File: src/rtl/uart_rx.sv
// 8N1 UART receiver: synchronises RX_IN, validates the start bit at mid-bit,
// samples eight data bits LSB-first and checks the stop bit.
module uart_rx #(
  parameter int CLKS_PER_BIT = 434,
  parameter int SYNC_STAGES  = 2
) (
  input  logic       CLK,
  input  logic       RST_N,
  input  logic       RX_IN,
  output logic [7:0] RX_OUT,
  output logic       DONE,
  output logic       FRAME_ERR,
  output logic       BUSY
);

  localparam int CNT_W = $clog2(CLKS_PER_BIT);
  localparam logic [CNT_W-1:0] HALF_M1 = CNT_W'(CLKS_PER_BIT / 2 - 1);
  localparam logic [CNT_W-1:0] LAST    = CNT_W'(CLKS_PER_BIT - 1);

  typedef enum logic [2:0] {
    S_IDLE  = 3'd0,
    S_START = 3'd1,
    S_DATA  = 3'd2,
    S_STOP  = 3'd3,
    S_WAIT  = 3'd4
  } state_t;

  logic [SYNC_STAGES-1:0] sync_reg;
  state_t                 state_reg, state_next;
  logic [CNT_W-1:0]       cnt_reg, cnt_next;
  logic [2:0]             bit_idx_reg, bit_idx_next;
  logic [7:0]             shift_reg, shift_next;
  logic [7:0]             rx_out_reg, rx_out_next;
  logic                   done_reg, done_next;
  logic                   ferr_reg, ferr_next;
  logic                   rx_s;

  assign rx_s = sync_reg[SYNC_STAGES-1];

  always_ff @(posedge CLK) begin
    if (!RST_N) begin
      sync_reg    <= '1;
      state_reg   <= S_IDLE;
      cnt_reg     <= '0;
      bit_idx_reg <= '0;
      shift_reg   <= '0;
      rx_out_reg  <= '0;
      done_reg    <= 1'b0;
      ferr_reg    <= 1'b0;
    end else begin
      sync_reg    <= {sync_reg[SYNC_STAGES-2:0], RX_IN};
      state_reg   <= state_next;
      cnt_reg     <= cnt_next;
      bit_idx_reg <= bit_idx_next;
      shift_reg   <= shift_next;
      rx_out_reg  <= rx_out_next;
      done_reg    <= done_next;
      ferr_reg    <= ferr_next;
    end
  end

  always_comb begin
    state_next   = state_reg;
    cnt_next     = cnt_reg;
    bit_idx_next = bit_idx_reg;
    shift_next   = shift_reg;
    rx_out_next  = rx_out_reg;
    done_next    = 1'b0;
    ferr_next    = 1'b0;
    case (state_reg)
      S_IDLE: begin
        cnt_next     = '0;
        bit_idx_next = '0;
        if (!rx_s) state_next = S_START;
      end
      S_START: begin
        // A line that is high again at mid start bit was only a glitch.
        if (cnt_reg == HALF_M1) begin
          cnt_next     = '0;
          bit_idx_next = '0;
          state_next   = rx_s ? S_IDLE : S_DATA;
        end else begin
          cnt_next = cnt_reg + CNT_W'(1);
        end
      end
      S_DATA: begin
        if (cnt_reg == LAST) begin
          cnt_next                = '0;
          shift_next[bit_idx_reg] = rx_s;
          if (bit_idx_reg == 3'd7) state_next = S_STOP;
          else bit_idx_next = bit_idx_reg + 3'd1;
        end else begin
          cnt_next = cnt_reg + CNT_W'(1);
        end
      end
      S_STOP: begin
        // Leaving at mid stop bit leaves half a bit to catch the next start edge.
        if (cnt_reg == LAST) begin
          cnt_next = '0;
          if (rx_s) begin
            rx_out_next = shift_reg;
            done_next   = 1'b1;
            state_next  = S_IDLE;
          end else begin
            ferr_next  = 1'b1;
            state_next = S_WAIT;
          end
        end else begin
          cnt_next = cnt_reg + CNT_W'(1);
        end
      end
      S_WAIT: begin
        cnt_next = '0;
        if (rx_s) state_next = S_IDLE;
      end
      default: begin
        state_next = S_IDLE;
        cnt_next   = '0;
      end
    endcase
  end

  always_comb begin
    BUSY      = (state_reg != S_IDLE);
    DONE      = done_reg;
    FRAME_ERR = ferr_reg;
    RX_OUT    = rx_out_reg;
  end

endmodule

File: config.mk
export PLATFORM = sky130hd
export DESIGN_NAME = uart_rx
export DESIGN_NICKNAME = d
export VERILOG_FILES = /design/src/rtl/uart_rx.sv
export SDC_FILE = /design/constraint.sdc
export NUM_CORES = 1
export LEC_CHECK = 0
export BUFFER_PORTS_ARGS = -buffer_cell sky130_fd_sc_hd__buf_2
export CAP_MARGIN = 25
export CORE_MARGIN = 2
export CORE_UTILIZATION = 40
export CTS_CLUSTER_DIAMETER = 30
export DETAILED_ROUTE_END_ITERATION = 7
export GPL_ROUTABILITY_DRIVEN = 0
export SLEW_MARGIN = 30
export SYNTH_ARGS = -nofsm -noshare
export SYNTH_HDL_FRONTEND = slang
export SYNTH_SLANG_ARGS = --single-unit
File: constraint.sdc
create_clock -name CLK -period 5.75 [get_ports CLK]
set_input_delay 1.15 -clock CLK [delete_from_list [all_inputs] [get_ports CLK]]
set_output_delay 1.15 -clock CLK [all_outputs]
set_load 0.01 [all_outputs]
==> flow_summary.ini <==
[floorplan]
die_x_um = 67.2
start_util_pct = 42.6
pin_count = 14
die_h_um = 67.2
die_area_mm2 = 0.00451
rows = 22
design.core.area_mm2 = 0.00374

[detailed_routing]
wl_per_cell_um = 12.2
first_pass_iters = 4
route.detailed.drc = 0
drt-initial-drc-count = 36
via_per_inst = 5.06
drtAntennaViolNets = 0
via_count = 1149
routed_wl_mm = 2.76

[finish]
utilization_pct = 47.2
area_growth_pct = 10.7
nets = 186
multi_input_area_um2 = 846
ff_latch_area_um2 = 701
drive_above_1_share_pct = 20.1
fill_cells = 403
final_cell_mix = 35 x dfxtp_1, 21 x nand2_1, 19 x mux2i_1
final_common_cell = dfxtp_1
antennaDiodeCount = 0
largest_reg_flops = 9

[cts]
htree_num_levels = 2
cts_buffer_depth = 2
cts_tree = done
post_cts_buffers = 0
clock_sinks = 35
insertion_delay_ps = 280
cts_hold_buf = 0
cts.reportedPaths.clkPinSlew_ps = 70
post_cts_resized = 0
cts_root_buf = clkbuf_8
numCtsBuffers = 5

[status]
status = complete, no violations

[synth]
syn_inst = 165
synth_cell_types = 37
synthSimpleGateAreaFrac_pct = 26.6
synth_adder_area_share_pct = 3.92
ys_seq_area_share_pct = 43.9
synth_area_mm2 = 0.00160
synth_compound_area_share_pct = 6.03
synth.avg_cell_area_um2 = 9.68
synth.area.mux_share_pct = 12.6
synth-seq-cells = 35
yosys_warnings = 0
synth_top_family_by_area = simple AND/OR/NAND/NOR gates
synth_xor_area_share_pct = 3.84
syn_nets = 173

[sta]
fin_crit_ps = 2420
finClkSkew_ps = 5.00
tns_ps = 0
rsz0062_at_grt = no
clock.fmax_ghz = 0.412
slew_headroom_pct = 61.2
tightestPinTransition_ps = 582
fin_crit_sh_pct = 42.2
drv_slew = 0
finalSetupViolCount = 0
final_hold_viol_count = 0

[global_route]
overflow = 0
first_global_vias = 1088
grt_pass1_wl_mm = 4.84
antenna_found_initial = 0
grt_max_degree = 29
grt_usage_pct = 14.3

[worst_setup_path]
crit_type = reg2out
cp.arrival_ps = 1270
endpoint_kind = primary output
crit_fanout = 12
cp.required_ps = 4600
critPathLaunchType = flip-flop
r2r_cells = 7

[job]
drv_cap = 0

[pwr]
leakagePower_uw = 0.000681
power_density_mw_per_mm2 = 266
vdd_ir_drop_max_mv = 0.157
total_power_uw = 470

[placement]
io_buffers = 13
hpwl_mm = 1.98

[min_path]
min_path_type = reg2reg
hold_depth = 1
## power by group
group / switching, uW / leakage [uW] / internal (uW) / total [uW]
Clock: 79.1 / 0.0000422 / 84.8 / 164
Sequential: 11.0 / 0.000282 / 247 / 258
Combinational: 26.1 / 0.000356 / 22.1 / 48.2
Total: 116 / 0.000681 / 354 / 470
## cells in the mapped netlist (all sizes together)
cell type / instances / area [um^2]
clkbuf: 5 / 18.8
nand2b: 3 / 18.8
or4b: 1 / 13.8
or3b: 1 / 8.76
and2: 1 / 6.26
a22o: 2 / 17.5
or3: 1 / 6.26
a211oi: 2 / 15.0
mux2i: 19 / 190
o21a: 1 / 7.51
xnor2: 4 / 35.0
xor2: 3 / 26.3
and4b: 2 / 25.0
mux2: 1 / 11.3
nand4: 1 / 6.26
buf: 2 / 16.3
and3: 1 / 6.26
o21ai: 2 / 10.0
nor2: 18 / 97.6
nor2b: 9 / 56.3
nand4b: 1 / 8.76
nor3: 5 / 25.0
ha: 5 / 62.6
nor4b: 1 / 8.76
nand2: 21 / 78.8
a21oi: 3 / 18.8
nor4bb: 1 / 10.0
nor3b: 1 / 7.51
dfxtp: 35 / 701
inv: 4 / 15.0
nand3: 8 / 40.0
a2111oi: 1 / 27.5
## final cells by class
cell class	count	share of cell area [%]
clock buffers	7	4.32
clock inverters	1	0.283
repair buffers	13	3.68
well taps	48	3.40
flip-flops and latches	35	39.6
multi-input cells	119	47.8
inverters	4	0.849
## cell families (layout without fill, tap and decap cells)
logic type,count (synthesis),after routing
flops,35,35
mux,20,20
simple gates,76,76
xor+xnor,7,7
compound gates,11,11
fa+ha+maj,5,5
buf+inv,11,25
## stage by stage
step	setup slack [ps]	cells	hold WS (ps)	area [um^2]
2_1_floorplan	3580	165	386	1600
3_3_place_gp	3360	219	390	1690
5_1_grt	3250	227	409	1770
6_report	3330	227	403	1770
4_1_cts	3320	227	410	1770
3_5_place_dp	3300	219	397	1690
## worst max-delay path, stage by stage (launching register included)
cell and delay, ps:
dfxtp_1 440, or3_1 410, buf_2 140
## layer usage
metal / vias to the layer above / part of all wire (%) / GRT usage, %
met3: 4 / 3.1 / 4.50
met1: 541 / 45 / 16.8
met4: 0 / 1.0 / 5.36
li1: 586 / - / -
met2: 18 / 50 / 24.5
met5: - / 0 / 0
## worst paths after layout
check                from          end  slack (ps)
min           sync_reg[0]  sync_reg[1]         400
max reg2reg    cnt_reg[0]   cnt_reg[3]        3570
min reg2reg   sync_reg[0]  sync_reg[1]         400
max          state_reg[2]         BUSY        3330
No activity file was read; power rests on OpenSTA's default activity.
